--- src/rtl/mem_port_arbiter_if.sv ---
// Bundle of the I-side, D-side and physical-memory line ports seen by mem_port_arbiter.
// master: the arbiter itself; slave: the requesting caches plus the memory.
interface mem_port_arbiter_if #(
  parameter int unsigned LINE_W = 256,
  parameter int unsigned ADDR_W = 32
);
  logic              i_read;
  logic [ADDR_W-1:0] i_address;
  logic [LINE_W-1:0] i_rdata;
  logic              i_resp;

  logic              d_read;
  logic              d_write;
  logic [ADDR_W-1:0] d_address;
  logic [LINE_W-1:0] d_wdata;
  logic [LINE_W-1:0] d_rdata;
  logic              d_resp;

  logic              pmem_read;
  logic              pmem_write;
  logic [ADDR_W-1:0] pmem_address;
  logic [LINE_W-1:0] pmem_wdata;
  logic [LINE_W-1:0] pmem_rdata;
  logic              pmem_resp;

  modport master (
    input  i_read, i_address,
    input  d_read, d_write, d_address, d_wdata,
    input  pmem_rdata, pmem_resp,
    output i_rdata, i_resp, d_rdata, d_resp,
    output pmem_read, pmem_write, pmem_address, pmem_wdata
  );

  modport slave (
    output i_read, i_address,
    output d_read, d_write, d_address, d_wdata,
    output pmem_rdata, pmem_resp,
    input  i_rdata, i_resp, d_rdata, d_resp,
    input  pmem_read, pmem_write, pmem_address, pmem_wdata
  );
endinterface

--- src/rtl/mem_port_arbiter.sv ---
// Merges the I-cache read port and D-cache read/write port onto one memory line port.
// One transaction at a time, round-robin on ties, registered command outputs.
module mem_port_arbiter #(
  parameter int unsigned LINE_W = 256,
  parameter int unsigned ADDR_W = 32
) (
  input logic               clk,
  input logic               rst_n,
  mem_port_arbiter_if.master bus
);

  localparam int unsigned       OFFS_W     = $clog2(LINE_W / 8);
  localparam logic [ADDR_W-1:0] ALIGN_MASK = {ADDR_W{1'b1}} << OFFS_W;

  typedef enum logic [1:0] {
    IDLE,
    BUSY_I,
    BUSY_D,
    DONE
  } state_t;

  typedef enum logic {
    GRANT_I,
    GRANT_D
  } grant_t;

  state_t            state_q;
  grant_t            last_grant_q;
  logic              pmem_read_q;
  logic              pmem_write_q;
  logic [ADDR_W-1:0] pmem_address_q;
  logic [LINE_W-1:0] pmem_wdata_q;

  logic d_req;
  logic take_i;
  logic take_d;

  // On a tie the side that did not win last time takes the port.
  always_comb begin
    d_req  = bus.d_read | bus.d_write;
    take_i = bus.i_read & (~d_req | (last_grant_q == GRANT_D));
    take_d = d_req & ~take_i;
  end

  always_ff @(posedge clk or negedge rst_n) begin
    if (!rst_n) begin
      state_q        <= IDLE;
      last_grant_q   <= GRANT_D;
      pmem_read_q    <= 1'b0;
      pmem_write_q   <= 1'b0;
      pmem_address_q <= '0;
      pmem_wdata_q   <= '0;
    end else begin
      case (state_q)
        IDLE: begin
          if (take_i) begin
            state_q        <= BUSY_I;
            last_grant_q   <= GRANT_I;
            pmem_address_q <= bus.i_address & ALIGN_MASK;
            pmem_read_q    <= 1'b1;
            pmem_write_q   <= 1'b0;
          end else if (take_d) begin
            state_q        <= BUSY_D;
            last_grant_q   <= GRANT_D;
            pmem_address_q <= bus.d_address & ALIGN_MASK;
            // read+write together is resolved as a write
            pmem_read_q    <= ~bus.d_write;
            pmem_write_q   <= bus.d_write;
            if (bus.d_write) begin
              pmem_wdata_q <= bus.d_wdata;
            end
          end
        end
        BUSY_I, BUSY_D: begin
          if (bus.pmem_resp) begin
            state_q      <= DONE;
            pmem_read_q  <= 1'b0;
            pmem_write_q <= 1'b0;
          end
        end
        DONE: begin
          state_q <= IDLE;
        end
        default: begin
          state_q <= IDLE;
        end
      endcase
    end
  end

  // Completion and read data are passed straight through in the response cycle.
  always_comb begin
    bus.pmem_read    = pmem_read_q;
    bus.pmem_write   = pmem_write_q;
    bus.pmem_address = pmem_address_q;
    bus.pmem_wdata   = pmem_wdata_q;
    bus.i_resp       = (state_q == BUSY_I) & bus.pmem_resp;
    bus.d_resp       = (state_q == BUSY_D) & bus.pmem_resp;
    bus.i_rdata      = bus.pmem_rdata;
    bus.d_rdata      = bus.pmem_rdata;
  end

endmodule

--- src/flat_wrapper.sv ---
// flat-port wrapper written by rule: the top's interface ports become plain ports
module mem_port_arbiter_flat 
#(
  parameter int unsigned LINE_W = 256,
  parameter int unsigned ADDR_W = 32
)
  (clk, rst_n, bus_i_read, bus_i_address, bus_d_read, bus_d_write, bus_d_address, bus_d_wdata, bus_pmem_rdata, bus_pmem_resp, bus_i_rdata, bus_i_resp, bus_d_rdata, bus_d_resp, bus_pmem_read, bus_pmem_write, bus_pmem_address, bus_pmem_wdata);
  mem_port_arbiter_if #(.LINE_W(LINE_W), .ADDR_W(ADDR_W)) bus_i ();
  input logic clk;
  input logic rst_n;
  input wire logic [$bits(bus_i.i_read)-1:0] bus_i_read;
  input wire logic [$bits(bus_i.i_address)-1:0] bus_i_address;
  input wire logic [$bits(bus_i.d_read)-1:0] bus_d_read;
  input wire logic [$bits(bus_i.d_write)-1:0] bus_d_write;
  input wire logic [$bits(bus_i.d_address)-1:0] bus_d_address;
  input wire logic [$bits(bus_i.d_wdata)-1:0] bus_d_wdata;
  input wire logic [$bits(bus_i.pmem_rdata)-1:0] bus_pmem_rdata;
  input wire logic [$bits(bus_i.pmem_resp)-1:0] bus_pmem_resp;
  output wire logic [$bits(bus_i.i_rdata)-1:0] bus_i_rdata;
  output wire logic [$bits(bus_i.i_resp)-1:0] bus_i_resp;
  output wire logic [$bits(bus_i.d_rdata)-1:0] bus_d_rdata;
  output wire logic [$bits(bus_i.d_resp)-1:0] bus_d_resp;
  output wire logic [$bits(bus_i.pmem_read)-1:0] bus_pmem_read;
  output wire logic [$bits(bus_i.pmem_write)-1:0] bus_pmem_write;
  output wire logic [$bits(bus_i.pmem_address)-1:0] bus_pmem_address;
  output wire logic [$bits(bus_i.pmem_wdata)-1:0] bus_pmem_wdata;
  assign bus_i.i_read = bus_i_read;
  assign bus_i.i_address = bus_i_address;
  assign bus_i.d_read = bus_d_read;
  assign bus_i.d_write = bus_d_write;
  assign bus_i.d_address = bus_d_address;
  assign bus_i.d_wdata = bus_d_wdata;
  assign bus_i.pmem_rdata = bus_pmem_rdata;
  assign bus_i.pmem_resp = bus_pmem_resp;
  assign bus_i_rdata = bus_i.i_rdata;
  assign bus_i_resp = bus_i.i_resp;
  assign bus_d_rdata = bus_i.d_rdata;
  assign bus_d_resp = bus_i.d_resp;
  assign bus_pmem_read = bus_i.pmem_read;
  assign bus_pmem_write = bus_i.pmem_write;
  assign bus_pmem_address = bus_i.pmem_address;
  assign bus_pmem_wdata = bus_i.pmem_wdata;
  mem_port_arbiter #(.LINE_W(LINE_W), .ADDR_W(ADDR_W)) u_core (.clk(clk), .rst_n(rst_n), .bus(bus_i));
endmodule
--- config.mk ---
export PLATFORM = sky130hd
export DESIGN_NAME = mem_port_arbiter_flat
export DESIGN_NICKNAME = d
export VERILOG_FILES = /design/src/rtl/mem_port_arbiter_if.sv /design/src/rtl/mem_port_arbiter.sv /design/src/flat_wrapper.sv
export SDC_FILE = /design/constraint.sdc
export NUM_CORES = 1
export LEC_CHECK = 0
export CAP_MARGIN = 20
export CORE_AREA = 2 2 547 549
export CTS_BUF_LIST = sky130_fd_sc_hd__clkbuf_4
export DETAILED_ROUTE_END_ITERATION = 7
export DIE_AREA = 0 0 549 551
export PLACE_DENSITY_LB_ADDON = 0.15
export SLEW_MARGIN = 20
export SYNTH_ARGS = -nofsm -noshare
export SYNTH_HDL_FRONTEND = slang
export SYNTH_SLANG_ARGS = --single-unit
export TNS_END_PERCENT = 10
--- constraint.sdc ---
create_clock -name clk -period 3.8 [get_ports clk]
set_input_delay 0.38 -clock clk [delete_from_list [all_inputs] [get_ports clk]]
set_output_delay 0.38 -clock clk [all_outputs]
set_load 0.02 [all_outputs]
Word-level counts from Yosys, hierarchy flattened
Cells that the tools add are included.
{"block": "classes", "eq_ne": 5, "n_mux": 15, "bitwise_logic": 9, "n_reduce_logical": 8}
{"operator": "2-to-1 mux 32 bit", "count": 2}
{"operator": "2-to-1 mux 1 bit", "count": 7}
{"operator": "2-to-1 mux 2 bit", "count": 3}
{"operator": "one-hot mux 2 bit (3 select lines)", "count": 1}
{"operator": "AND 1 bit", "count": 4}
{"operator": "equality test 2 bit, second input constant", "count": 2}
{"operator": "one-hot mux 1 bit (2 select lines)", "count": 2}
{"operator": "AND reduction 2 bit", "count": 2}
{"operator": "AND reduction 4 bit", "count": 1}
{"operator": "nonzero test 2 bit", "count": 2}
{"operator": "!= test 3 x 1 -> 1 bit, second input constant", "count": 1}
{"operator": "NOT 1 bit", "count": 3}
{"operator": "AND reduction 3 bit", "count": 1}
{"operator": "equality test 2 x 1 -> 1 bit, second input constant", "count": 1}
{"operator": "logical NOT 2 bit", "count": 1}
{"operator": "!= test 2 bit, second input constant", "count": 1}
{"operator": "OR 1 bit", "count": 2}
{"operator": "OR reduction 2 bit", "count": 1}
{"block": "totals", "reg_bits": 293, "out_inout_bits": 804}

Logic depth before layout (Yosys ltp)
Gate-level depths: netlist of run 1.
{"block": "depth", "word_depth": 9, "mapped_depth": 7, "depth_no_buf": 5}

Least setup slack after synthesis of run 1
Ideal clock, no wire load.
{"block": "synth_timing", "path_kind": "flip-flop to flip-flop", "from": "register u_core.state_q[0]", "to": "register u_core.pmem_read_q, in the netlist u_core.bus.pmem_read", "arrival_time_ns": 1.587, "required_time_ns": 3.675, "slack_ns": 2.088, "path_stages_with_launch": 6, "cell_sequence": "dfrtp_1 -> inv_1 -> ha_1 -> nor2b_1 -> a211oi_1 -> mux2_2"}
{"block": "synth_via", "elab_chain_len": 4, "word_cells_on_any_way": 9, "classes_between": "eq/ne: 4; mux: 1; reduce/logical: 4"}
{"element": "from (decl)", "line_no": "mem_port_arbiter.sv:27", "rtl": "state_t state_q;"}
{"element": "from (signal assigned)", "line_no": "mem_port_arbiter.sv:47", "rtl": "state_q <= IDLE;"}
{"element": "from (signal assigned)", "line_no": "mem_port_arbiter.sv:57", "rtl": "state_q <= BUSY_I;"}
{"element": "from (signal assigned)", "line_no": "mem_port_arbiter.sv:63", "rtl": "state_q <= BUSY_D;"}
{"element": "equality test 2 bit or equality test 2 x 1 -> 1 bit (tied branches)", "line_no": "mem_port_arbiter.sv:54", "rtl": "case (state_q)"}
{"element": "OR reduction 2 bit", "line_no": "mem_port_arbiter.sv:54"}
{"element": "!= test 2 bit (no source line) or nonzero test 2 bit (tied branches)"}
{"element": "AND reduction 3 bit (no source line)"}
{"element": "to (signal assigned)", "line_no": "mem_port_arbiter.sv:67", "rtl": "pmem_read_q <= ~bus.d_write;"}
{"element": "to (decl)", "line_no": "mem_port_arbiter.sv:29", "rtl": "logic pmem_read_q;"}
Several ways; a longest one is shown, not always the timed one.
A chain may end at the register's enable or synchronous reset.

Final worst setup path of run 1
{"block": "layout_timing", "from": "register u_core.last_grant_q", "to": "register u_core.pmem_address_q[22], in the netlist u_core.bus.pmem_address[22]"}
{"block": "layout_via", "elab_chain_len": 6, "word_cells_on_any_way": 7, "classes_between": "mux: 1; bitwise: 4; reduce/logical: 2"}
{"element": "from (decl)", "line_no": "mem_port_arbiter.sv:28", "rtl": "grant_t last_grant_q;"}
{"element": "from (signal assigned)", "line_no": "mem_port_arbiter.sv:48", "rtl": "last_grant_q <= GRANT_D;"}
{"element": "from (signal assigned)", "line_no": "mem_port_arbiter.sv:58", "rtl": "last_grant_q <= GRANT_I;"}
{"element": "from (signal assigned)", "line_no": "mem_port_arbiter.sv:64", "rtl": "last_grant_q <= GRANT_D;"}
{"element": "OR 1 bit *", "line_no": "mem_port_arbiter.sv:41", "rtl": "take_i = bus.i_read & (~d_req | (last_grant_q == GRANT_D));"}
{"element": "AND 1 bit *", "line_no": "mem_port_arbiter.sv:41"}
{"element": "NOT 1 bit (no source line)"}
{"element": "AND 1 bit", "line_no": "mem_port_arbiter.sv:42", "rtl": "take_d = d_req & ~take_i;"}
{"element": "nonzero test 2 bit (no source line)"}
{"element": "AND reduction 2 bit (no source line)"}
{"element": "to (signal assigned)", "line_no": "mem_port_arbiter.sv:59", "rtl": "pmem_address_q <= bus.i_address & ALIGN_MASK;"}
{"element": "to (signal assigned)", "line_no": "mem_port_arbiter.sv:65", "rtl": "pmem_address_q <= bus.d_address & ALIGN_MASK;"}
{"element": "to (decl)", "line_no": "mem_port_arbiter.sv:31", "rtl": "logic [ADDR_W-1:0] pmem_address_q;"}
Mark *: on every way between the ends. The rest lies on a longest branch, timed or not.

==> results of run 1 <==
[through the flow]
step           total power [mW]  setup slack (ns)  hold WS, ns  cell area [µm²]  std cells
6_report                   19.8              1.05        0.181            27300       5724
5_1_grt                    21.2             0.821       0.0473            27300       5723
4_1_cts                    20.5             0.722      0.00773            27300       5720
3_5_place_dp               16.2             0.867        0.475            23000       5256
3_3_place_gp               16.3             0.889        0.477            23000       5256
2_1_floorplan              11.4              2.09       0.0844            16000       1250
[sequential cells by signal, indices dropped and copies added, names as in the netlist]
name                     flops
u_core.bus.pmem_write        1
u_core.state_q               2
u_core.last_grant_q          1
u_core.bus.pmem_address     27
u_core.bus.pmem_wdata      256
u_core.bus.pmem_read         1
[synthesized netlist by cell type]
| master | instances | area (µm²) |
|---|---|---|
| sky130_fd_sc_hd__nand3_1 | 27 | 135 |
| sky130_fd_sc_hd__buf_2 | 5 | 25.0 |
| sky130_fd_sc_hd__a21boi_2 | 1 | 11.3 |
| sky130_fd_sc_hd__a211oi_1 | 1 | 7.51 |
| sky130_fd_sc_hd__conb_1 | 1 | 3.75 |
| sky130_fd_sc_hd__inv_1 | 5 | 18.8 |
| sky130_fd_sc_hd__buf_1 | 4 | 15.0 |
| sky130_fd_sc_hd__nor3_1 | 1 | 5.00 |
| sky130_fd_sc_hd__nor2b_1 | 1 | 6.26 |
| sky130_fd_sc_hd__nand2_2 | 1 | 6.26 |
| sky130_fd_sc_hd__o31a_1 | 1 | 8.76 |
| sky130_fd_sc_hd__ha_1 | 5 | 62.6 |
| sky130_fd_sc_hd__nand2_1 | 2 | 7.51 |
| sky130_fd_sc_hd__dfrtp_1 | 287 | 7180 |
| sky130_fd_sc_hd__o21ai_0 | 17 | 85.1 |
| sky130_fd_sc_hd__o21ai_1 | 10 | 50.1 |
| sky130_fd_sc_hd__buf_6 | 27 | 304 |
| sky130_fd_sc_hd__mux2_4 | 240 | 3600 |
| sky130_fd_sc_hd__o22ai_1 | 2 | 12.5 |
| sky130_fd_sc_hd__o21ba_2 | 1 | 10.0 |
| sky130_fd_sc_hd__mux2_2 | 18 | 203 |
| sky130_fd_sc_hd__nor2_1 | 29 | 109 |
| sky130_fd_sc_hd__buf_4 | 517 | 3880 |
| sky130_fd_sc_hd__mux2i_1 | 2 | 20.0 |
| sky130_fd_sc_hd__a21oi_1 | 1 | 5.00 |
| sky130_fd_sc_hd__dfstp_2 | 1 | 26.3 |
| sky130_fd_sc_hd__and2_1 | 2 | 12.5 |
| sky130_fd_sc_hd__a31oi_1 | 28 | 175 |
| sky130_fd_sc_hd__o21bai_2 | 1 | 11.3 |
| sky130_fd_sc_hd__clkbuf_1 | 8 | 30.0 |
[cell type report]
| type | instances | share of cell area |
|---|---|---|
| diodes | 4 | 0.000366 |
| inverters | 5 | 0.000687 |
| clock buffers | 144 | 0.0396 |
| repair buffers | 935 | 0.344 |
| well taps | 3939 | 0.180 |
| multi-input cells | 396 | 0.168 |
| clock inverters | 13 | 0.00366 |
| flip-flops and latches | 288 | 0.264 |
[critical path, delay by kind of cell, from the launching register on]
| kind | cells | cell delay (ns) |
|---|---|---|
| AO/OA/AOI/OAI | 2 | 0.43 |
| buffers and inverters | 3 | 1.56 |
| flip-flops | 1 | 0.57 |
| AND/OR/NAND/NOR | 1 | 0.11 |
[routing by layer]
metal | GRT usage | vias to the layer above
li1 | - | 4640
met2 | 0.135 | 1068
met1 | 0.0555 | 5074
met5 | 0 | -
met3 | 0.0631 | 271
met4 | 0.0275 | 4
[cell usage in the layout (no fill, tap or decap), types with 2 or more instances in the layout]
master / n
sky130_fd_sc_hd__inv_1: 4
sky130_fd_sc_hd__o22ai_1: 2
sky130_fd_sc_hd__nor2_1: 29
sky130_fd_sc_hd__a31oi_1: 28
sky130_fd_sc_hd__nand2_1: 2
sky130_fd_sc_hd__conb_1: 5
sky130_fd_sc_hd__mux2_2: 18
sky130_fd_sc_hd__buf_4: 20
sky130_fd_sc_hd__inv_2: 2
sky130_fd_sc_hd__nand3_1: 27
sky130_fd_sc_hd__clkbuf_4: 144
sky130_fd_sc_hd__dfrtp_1: 287
sky130_fd_sc_hd__diode_2: 4
sky130_fd_sc_hd__inv_6: 3
sky130_fd_sc_hd__clkdlybuf4s50_1: 600
sky130_fd_sc_hd__clkinv_1: 6
sky130_fd_sc_hd__mux2i_1: 2
sky130_fd_sc_hd__clkinv_4: 2
sky130_fd_sc_hd__ha_1: 5
sky130_fd_sc_hd__o21ai_0: 17
sky130_fd_sc_hd__mux2_4: 240
sky130_fd_sc_hd__o21ai_1: 10
sky130_fd_sc_hd__buf_12: 6
sky130_fd_sc_hd__dlygate4sd3_1: 306
sky130_fd_sc_hd__and2_1: 2
[where the power goes]
group	switching, mW	leakage, nW	internal (mW)
registers	0.966	3.41	4.65
clock network	1.68	0.712	1.78
logic	5.11	6.37	5.66
total	7.76	10.5	12.1
[cells by family after synthesis]
family          after synthesis
mux                         260
other cells                   1
compound gates               63
fa+ha+maj                     5
buf+inv                     566
simple gates                 63
flops                       288
[final timing paths]
kind	startpoint	end	slack [ns]	cells past startpoint
max	u_core.last_grant_q$_DFFE_PN1P_	u_core.bus.pmem_address[22]$_DFFE_PN0P_	1.05	6
min	bus_d_wdata[50]	u_core.bus.pmem_wdata[50]$_DFFE_PN0P_	0.18	2
max reg2reg	u_core.last_grant_q$_DFFE_PN1P_	u_core.bus.pmem_address[22]$_DFFE_PN0P_	1.05	6
min reg2reg	u_core.bus.pmem_wdata[132]$_DFFE_PN0P_	u_core.bus.pmem_wdata[132]$_DFFE_PN0P_	0.50	1
max in group asynchronous	rst_n	u_core.bus.pmem_read$_DFFE_PN0P_	2.52	4
min in group asynchronous	rst_n	u_core.bus.pmem_wdata[13]$_DFFE_PN0P_	0.55	3
[repair_timing]
| action | 4_1_cts | 5_1_grt |
|---|---|---|
| hold buffers | 307 | 0 |
| setup buffers | 0 | 0 |
| hold endpoints to repair | 513 | 0 |
==> results summary, run 1 <==
The routed length on met1 is 30.9 mm. The count of cells resized by post-cts repair came out at 0. After the last flow step, the layout net total stands at 2309.

The area of combinational cells with multiple inputs is 0.00459 mm². The number of global-route vias before repair came out at 12122. The area of the core came out at 0.296 mm². The reported max-cap violation count came out at 0.

The normalized max-slew margin is 0.431. The global placer's final weighted congestion is 0.680. The count of standard-cell rows is 200. After detailed routing, the number of vias per cell comes to 1.93. The area fraction in compound gates after synthesis came out at 0.0235. For this design, the slowest cell found on the critical path is sky130_fd_sc_hd__dlygate4sd3_1. TritonCTS built the clock tree. The startpoint class of the critical path is a register. The clock skew is 0.108 ns.

The initial standard-cell utilization of the core came out at 0.0541. The mean cell area of the mapped netlist came out at 12.9 µm². The total I/O pin count came out at 1386. The flow ran to the end, and the final reports show no timing, DRC or antenna violations.

The final period demand of the worst path came out at 2.75 ns. The path class of the tightest hold or removal check is in -> reg. Of the post-synthesis cell area, the part taken by muxes is 0.239. The global route total overflow came out at 0.

The worst-skew pair later-pin latency is 0.97 ns. The TritonCTS buffer count came out at 96. By area, the combinational part of the netlist is dominated by buffers and inverters. The flip-flop and latch count after synthesis came out at 288. The clock sink count is 288. The endpoint kind of the worst setup timing path is a register.

The number of setup violations in the final report is 0. The longest individual stage delay on the worst path came out at 0.58 ns. The Yosys step of the flow raised 0 warnings. The first-iteration detailed-routing DRC count came out at 340. The global-route wire length before repair is 145 mm. The number of instances in the synthesized netlist came out at 1246. The slew at the pin closest to its max-slew limit came out at 0.853 ns. The H-tree generated during clock tree synthesis spans 3 levels. Of the total synthesized cell area, the portion taken by XOR and XNOR cells is 0.

Of all nets on the critical path, the largest fanout is 25. The setup TNS came out at 0 ns. The number of antenna violations at the first check in global routing is 19. The cell at the root of the clock tree is sky130_fd_sc_hd__clkbuf_4. The areal power density over the cells came out at 726 mW/mm². Detailed routing placed a total of 60.0 mm of wire on met2. The maximum number of buffers from clock root to sink came out at 3.

The ratio of final minimum period to clock period came out at 0.722. The highest metal layer carrying signal wires in the routed design is met5. The sequential standard cell area is 0.00721 mm².

The overall routed net length came out at 117 mm. The vertical die dimension is 551 µm. The overall routing resource usage is 0.0742. The maximum operating frequency came out at 364 MHz. The final-report max-slew violation count is 0.

After detailed routing, the number of remaining DRC violations is 0. The length of routed met3 wiring is 22.0 mm. The die footprint is 0.302 mm². The maximum number of pins on one net before global-route repair is 61.

The filler cell count in the final layout is 34212. The x dimension of the die is 549 µm. After detailed routing, the average wire length per cell comes to 20.4 µm. The post-route antenna net violation count came out at 0.

The proportion of layout cells with a drive suffix above 1 is 0.250. The HPWL after detailed placement is 99.4 mm. The total standard cell area after synthesis is 0.0160 mm².

The most frequent cell on the critical path is sky130_fd_sc_hd__dlygate4sd3_1. The number of different library cells used by synthesis comes to 30. The via total after detailed routing is 11057.

The fraction of the core area covered by cells at the end of the flow came out at 0.0922. Of the total synthesized cell area, the portion taken by full adders, half adders and majority gates is 0.00390. Clock-pin slew was measured on the worst setup and hold paths at 0.06 ns.

The data required time at the worst endpoint came out at 4.70 ns. The number of hold violations in the final report is 0. Walking the worst path, the cells encountered are o21bai_4 > buf_4 > nand3_1 > dlygate4sd3_1 > a31oi_1 > dlygate4sd3_1.

During placement, the flow inserted port buffers numbering 602. For this run, the register share of the synthesized area comes to 0.450. By startpoint and endpoint, the worst setup path is classified as reg -> reg. The data arrival at the endpoint of the critical path came out at 3.65 ns.

The relative area change from synthesis to final layout came out at 70.4%. The maximum resistive drop on vdd is 188 µV. The first detailed-routing pass took 4 iterations.

Of the total synthesized cell area, the portion taken by AND, OR, NAND and NOR gates is 0.0176. Setup repair after global routing left no endpoint under its margin. Summed over all cells, the static leakage comes to 10.5 nW.
No activity file was read; power rests on OpenSTA's default activity.
==> run 2, diff against run 1 <==
- CORE_AREA: 2 2 547 549 -> 2 2 539 541
- DIE_AREA: 0 0 549 551 -> 0 0 541 543
- clock period: 3.8 -> 2.7 ns (I/O delays scaled with it)
==> run 2 against run 1 <==
Non-clock buffer count is 14 higher. Wire length grew 2.4%. Worst hold slack gained 0.13 ns. Design area rose by 0.21%. Critical path type unchanged. Critical endpoint is now u_core.bus.pmem_address[21]$_DFFE_PN0P_. Clock skew grew 0.0069 ns.
==> results summary, run 2 (synthesis gave the netlist of run 1 again) <==
The post-route antenna net violation count is 0 (unchanged). The proportion of layout cells with a drive suffix above 1 is 0.255 (+0.00538). The endpoint kind of the worst setup timing path is a register. STA classifies the critical path startpoint as a register. The filler-free cell count of the finished design is 5605 (-2.1%). The number of cell instances on the worst register-to-register path is 7 (+1). The slew at the pin closest to its max-slew limit is 0.692 ns (-0.161 ns). The number of setup violations in the final report is 0 (unchanged).

The vertical die dimension came out at 543 µm (-1.5%). The setup TNS came out at 0 ns (unchanged). The post-layout worst setup margin is 0.287 ns (-0.768 ns). The number of hold violations in the final report is 0 (unchanged). The clock skew came out at 0.115 ns (+0.00689 ns). The maximum resistive drop on vdd is 290 µV (+54%). The buffers plus inverters on the worst setup path came out at 3 (unchanged). The number of remaining DRC errors is 0 (unchanged). The end of the worst register-to-register path is u_core.bus.pmem_address[21]$_DFFE_PN0P_. The register-to-register setup slack came out at 0.29 ns (-0.77 ns). The worst hold path belongs to the class in -> reg. The filler cell count in the final layout is 33074 (-3.3%). The worst hold slack after final layout is 0.308 ns (+0.127 ns). The clock sink count came out at 288 (unchanged).

The first-iteration detailed-routing DRC count came out at 341 (+0.29%). The number of antenna violations at the first check in global routing is 12 (-7). The H-tree level count is 3 (unchanged). The final period demand of the worst path came out at 2.41 ns (-0.332 ns). Leaving out fill and tap cells, the most frequent cell in the layout is sky130_fd_sc_hd__clkdlybuf4s50_1. The flip-flop count of the largest register after layout is 256 (unchanged). The worst setup slack after placement came to 0.241 ns (-0.626 ns). The instance area after placement came to 0.0229 mm² (-0.59%). The x dimension of the die is 541 µm (-1.5%). For hold timing, the worst endpoint is u_core.last_grant_q$_DFFE_PN1P_. The worst setup path is of the reg -> reg kind. In this run the worst setup path begins at u_core.state_q[1]$_DFFE_PN0P_. The static leakage is 10.7 nW (+2.1%).

The slowest stage of the critical path is the sky130_fd_sc_hd__dlygate4sd3_1 cell. The worst-skew pair later-pin latency was 1.03 ns (+0.06 ns). The cell depth of the worst min-delay path is 4 (+2). The ratio of final minimum period to clock period came to 0.894 (+0.171). The clock tree from TritonCTS is done. The global-route wire length before repair was 150 mm (+3.3%).

The die footprint came out at 0.294 mm² (-2.9%). The global placer's final weighted congestion came out at 0.691 (+1.6%). The cell at the root of the clock tree is sky130_fd_sc_hd__clkbuf_4. In the layout the commonest cells are sky130_fd_sc_hd__clkdlybuf4s50_1 (570), sky130_fd_sc_hd__dlygate4sd3_1 (317), sky130_fd_sc_hd__dfrtp_1 (287). The wire length per cell after detailed routing is 21.4 µm (+4.6%). The peak fanout along the critical path came out at 34 (+36%). The data arrival at the endpoint of the critical path came to 3.33 ns (-0.32 ns). The total placed cells including tap cells came out at 5100 (-3.0%). The areal power density over the cells came out at 1020 mW/mm² (+41%). The count of port buffers added during placement is 602 (unchanged).

The total I/O pin count is 1386 (unchanged). The signal on the critical path passes through inv_1 > ha_1 > o31a_2 > buf_4 > nor2_1 > a31oi_1 > dlygate4sd3_1. The maximum number of pins on one net before global-route repair was 56 (-8.2%). The area of the core is 0.287 mm² (-3.0%). The reported max-cap violation count came to 0 (unchanged).

Among cell families on the critical path, the largest total delay comes from buffers and inverters. The global route total overflow was 0 (unchanged). From synthesis to final layout, the design area changed by 70.8%. The normalized max-slew margin is 0.539 (+0.107). The finished layout cell area is 0.0274 mm² (+0.21%).

The run finished with clean final reports. The detailed-router iteration count before antenna repair is 4 (unchanged). The overall routing resource usage came out at 0.0789 (+0.00462). The longest individual stage delay on the worst path came to 0.56 ns (-0.02 ns). Setup repair after global routing left no endpoint under its margin.

The via total after detailed routing came out at 11147 (+0.81%). The initial standard-cell utilization of the core is 0.0558 (+0.00167). The maximum number of buffers from clock root to sink is 3 (unchanged). The TritonCTS buffer count is 101 (+5.2%).

The overall routed net length is 120 mm (+2.4%). The CTS clock-pin slew for the worst setup and hold paths came out at 0.07 ns (about the same). The startpoint identified for the worst register-to-register timing path is u_core.state_q[1]$_DFFE_PN0P_. The final-report max-slew violation count is 0 (unchanged). The maximum operating frequency came out at 414 MHz (+14%). The count of standard-cell rows is 197 (-1.5%).

The layout net count came out at 2328 (+0.82%). The vias per cell is 1.99 (+3.0%). In this run the most critical hold path is launched from bus_d_read. The estimated wirelength of the detail-placed design came out at 101 mm (+1.5%). The data required time at the worst endpoint is 3.62 ns (-1.08 ns). The number of global-route vias before repair came out at 12327 (+1.7%).
[run 2: metrics by stage]
step	power (mW)	utilization
finish	28.1	0.0953
global route	30.0	0.0952
CTS	29.0	0.0952
detailed placement	22.7	0.0797
global placement	22.8	0.0797
floorplan	16.0	-
[run 2: worst min-delay path: cells and delay by family]
| kind | cells | cell delay, ns |
|---|---|---|
| compound gates | 2 | 0.29 |
| buf+inv | 2 | 0.73 |
[run 2: cell type report]
cell class	instances	area (µm²)	share of cell area
Tap cell	3781	4730	0.173
Sequential cell	288	7210	0.263
Clock inverter	19	100	0.00366
Antenna cell	10	25.0	0.000914
Multi-Input combinational cell	396	4590	0.168
Timing Repair Buffer	949	9530	0.348
Inverter	5	18.8	0.000685
Clock buffer	157	1180	0.0430
[run 2: worst max-delay path by stage]
stage,to,slack (ns),cells past startpoint
2_1_floorplan,u_core.bus.pmem_read$_DFFE_PN0P_,0.99,5
3_3_place_gp,u_core.bus.pmem_wdata[249]$_DFFE_PN0P_,0.25,6
3_5_place_dp,u_core.bus.pmem_wdata[240]$_DFFE_PN0P_,0.24,6
4_1_cts,bus_pmem_wdata[239],0.02,1
5_1_grt,bus_pmem_wdata[239],0.03,1
6_report,u_core.bus.pmem_address[21]$_DFFE_PN0P_,0.29,7
[run 2: per-layer routing]
metal / vias up / track usage / part of all wire
li1: 4677 / - / -
met1: 5075 / 0.0597 / 0.27
met2: 1153 / 0.137 / 0.49
met3: 242 / 0.0723 / 0.20
met4: 0 / 0.0328 / 0.040
met5: - / 0 / 0
[run 2: power by group]
group          switching (mW)  internal (mW)
Clock                    2.50           2.62
Combinational            7.16           7.86
Sequential               1.36           6.54
[run 2: repair_timing]
action,in CTS,in global routing
hold buffers,318,0
setup buffers,1,0
gates resized for setup,35,0
setup endpoints to repair,29,0
hold endpoints to repair,576,0
==> run 3, diff against run 2 <==
- CORE_AREA: 2 2 539 541 -> 8 8 529 531
- DIE_AREA: 0 0 541 543 -> 0 0 537 539
- clock period: 2.7 -> 2.45 ns (I/O delays scaled with it)
==> run 3 against run 2 <==
Fmax rose by 3.3%. Global-route usage up 0.38 points. Sequential power grew 9.6%. Sequential share of layout area grew 0.075 points. Final cell count down 2.9%. Core utilization rose by 0.51 points. Via count rose by 1.4%. Clock skew down 0.019 ns. First-iteration DRC count is 26% higher. Clock power rose by 13%. Sequential cell count unchanged. Critical path depth is 1 lower. Critical path type unchanged.
==> results summary, run 3 (synthesis gave the netlist of run 1 again) <==
The maximum number of buffers from clock root to sink is 3 (unchanged). The global-route wire length before repair is 155 mm (+3.6%). The static leakage came out at 11.2 nW (+4.2%). The critical hold path startpoint is bus_d_read. The filler-free cell count of the finished design came to 5445 (-2.9%). The number of cell instances on the worst register-to-register path was 6 (-1).

The relative area change from synthesis to final layout is 70.3%. The normalized max-slew margin is 0.614 (+0.0752). The post-layout worst setup margin is 0.114 ns (-0.173 ns). The number of remaining DRC errors is 0 (unchanged). The worst hold slack after final layout is 0.291 ns (-0.0172 ns). The total placed cells including tap cells came to 4914 (-3.6%).

The TritonCTS buffer count is 102 (+0.99%). TritonCTS built the clock tree. The final-report max-slew violation count is 0 (unchanged). The areal power density over the cells is 1110 mW/mm² (+8.7%).

The peak fanout along the critical path came to 5 (-85%). The flip-flop count of the largest register after layout came to 256 (unchanged). The number of hold violations in the final report came out at 0 (unchanged).

The setup TNS came to 0 ns (unchanged). The maximum number of pins on one net before global-route repair came to 56 (unchanged). The count of standard-cell rows is 192 (-2.5%).

The filler cell count in the final layout is 31300 (-5.4%). The reported max-cap violation count was 0 (unchanged). The initial standard-cell utilization of the core was 0.0590 (+0.00317). STA classifies the critical path endpoint as a register. The area of the core is 0.272 mm² (-5.4%). The data required time at the worst endpoint is 3.39 ns (-0.23 ns). The global placer's final weighted congestion is 0.710 (+2.8%). The vias per cell is 2.08 (+4.4%). The total chip power came out at 30.4 mW (+8.4%).

The first-iteration detailed-routing DRC count is 430 (+26%). The final period demand of the worst path came to 2.34 ns (-0.0769 ns). The overall routing resource usage came to 0.0827 (+0.00384). The post-route antenna net violation count came out at 0 (unchanged). The clock skew came out at 0.0955 ns (-0.0194 ns). The overall routed net length came out at 126 mm (+5.3%).

The total I/O pin count is 1386 (unchanged). Leaving out fill and tap cells, the most frequent cell in the layout is sky130_fd_sc_hd__clkdlybuf4s50_1. The worst-skew pair later-pin latency came out at 1.00 ns (-0.03 ns). The count of port buffers added during placement is 602 (unchanged). The x dimension of the die came out at 537 µm (-0.74%). The proportion of layout cells with a drive suffix above 1 is 0.272 (+0.0163). The data arrival at the endpoint of the critical path is 3.28 ns (-0.05 ns).

The slew at the pin closest to its max-slew limit came out at 0.582 ns (-0.111 ns). The path class of the tightest hold or removal check is in -> reg. The global route total overflow is 0 (unchanged). CTS placed an instance of sky130_fd_sc_hd__clkbuf_4 at the clock tree root. The run finished with clean final reports. By startpoint and endpoint, the worst setup path is classified as reg -> reg.

The CTS clock-pin slew for the worst setup and hold paths came out at 0.07 ns (about the same). The die footprint is 0.289 mm² (-1.5%). The number of global-route vias before repair is 12729 (+3.3%). The worst setup path is launched from a register. The detailed-router iteration count before antenna repair is 5 (+1).

The via total after detailed routing is 11308 (+1.4%). The worst setup slack after placement is 0.136 ns (-0.105 ns). The vertical die dimension came out at 539 µm (-0.74%).

The number of setup violations in the final report is 0 (unchanged). The wire length per cell after detailed routing is 23.2 µm (+8.4%). The H-tree level count is 3 (unchanged). The maximum resistive drop on vdd is 276 µV (-4.8%).

The clock sink count is 288 (unchanged). The layout net count was 2354 (+1.1%). The endpoint of the worst hold path is u_core.last_grant_q$_DFFE_PN1P_. The cell depth of the worst min-delay path was 4 (unchanged).

The maximum operating frequency was 428 MHz (+3.3%). The reg-to-reg startpoint is u_core.last_grant_q$_DFFE_PN1P_. The ratio of final minimum period to clock period came to 0.954 (+0.0598). The number of antenna violations at the first check in global routing came out at 23 (+11). The estimated wirelength of the detail-placed design came to 107 mm (+6.2%). The end of the worst register-to-register path is u_core.bus.pmem_address[5]$_DFFE_PN0P_.

The register-to-register setup slack is 0.11 ns (-0.17 ns). The most critical setup path has its startpoint at u_core.last_grant_q$_DFFE_PN1P_. Leaving out fill and tap cells, the most frequent cells in the layout are sky130_fd_sc_hd__clkdlybuf4s50_1 (375), sky130_fd_sc_hd__dlygate4sd3_1 (327), sky130_fd_sc_hd__dfrtp_1 (287).
[run 3: cell count changes in the layout (fill, tap and decap cells not counted), sizes merged, moves of 2 or more]
| cell | before | now |
|---|---|---|
| buf | 34 | 47 |
| clkbuf | 157 | 166 |
| clkdlybuf4s15 | 1 | 19 |
| clkdlybuf4s50 | 570 | 375 |
| dlygate4sd2 | 27 | 204 |
| dlygate4sd3 | 317 | 327 |
| inv | 9 | 7 |
[run 3: power breakdown]
part | leakage, nW | switching, mW | internal, mW
combinational | 6.94 | 8.26 | 7.65
sequential | 3.41 | 1.46 | 7.21
clock | 0.805 | 2.71 | 3.11
total | 11.2 | 12.4 | 18.0
[run 3: final cells by class]
type | instances | area [µm²] | area share
repair buffers | 974 | 9590 | 0.351
flip-flops and latches | 288 | 7210 | 0.264
multi-input cells | 396 | 4620 | 0.169
well taps | 3589 | 4490 | 0.164
clock buffers | 164 | 1230 | 0.0451
clock inverters | 18 | 124 | 0.00454
diodes | 11 | 27.5 | 0.00101
inverters | 5 | 18.8 | 0.000687
[run 3: how the worst max path moves through the flow]
stage / cells past startpoint / endpoint / slack [ns]
2_1_floorplan: 5 / u_core.bus.pmem_read$_DFFE_PN0P_ / 0.74
3_3_place_gp: 5 / u_core.bus.pmem_wdata[112]$_DFFE_PN0P_ / 0.13
3_5_place_dp: 5 / u_core.bus.pmem_wdata[120]$_DFFE_PN0P_ / 0.14
4_1_cts: 4 / bus_i_resp / -0.02
5_1_grt: 6 / u_core.bus.pmem_address[5]$_DFFE_PN0P_ / -0.02
6_report: 6 / u_core.bus.pmem_address[5]$_DFFE_PN0P_ / 0.11
[run 3: per-layer routing]
metal | GRT usage | vias up | wire, µm
met5 | 0 | - | 0
met4 | 0.0350 | 0 | 5380
met3 | 0.0740 | 248 | 25300
met2 | 0.148 | 1150 | 63300
met1 | 0.0604 | 5156 | 32200
li1 | - | 4754 | -
[run 3: per-stage QoR]
stage                     instance area, µm²    util
after detailed placement               22700  0.0835
after global placement                 22700  0.0835
after CTS                              27200  0.0999
final                                  27300   0.100
after floorplan                        16000       -
after global routing                   27300   0.100
[run 3: what timing repair did]
item | 4_1_cts | 5_1_grt
endpoints found under the setup margin | 225 | 21
gates cloned | 0 | 2
hold buffers | 328 | 0
buffers inserted | 2 | 6
resized for setup | 273 | 4
hold endpoints to repair | 576 | 0
pin swaps | 1 | 0
[run 3: critical path, cell delays in order (launching register included)]
cell	delay, ns
sky130_fd_sc_hd__dfstp_2	0.56
sky130_fd_sc_hd__o21bai_4	0.15
sky130_fd_sc_hd__buf_12	0.16
sky130_fd_sc_hd__nand3_1	0.08
sky130_fd_sc_hd__dlygate4sd3_1	0.57
sky130_fd_sc_hd__a31oi_1	0.18
sky130_fd_sc_hd__dlygate4sd3_1	0.57
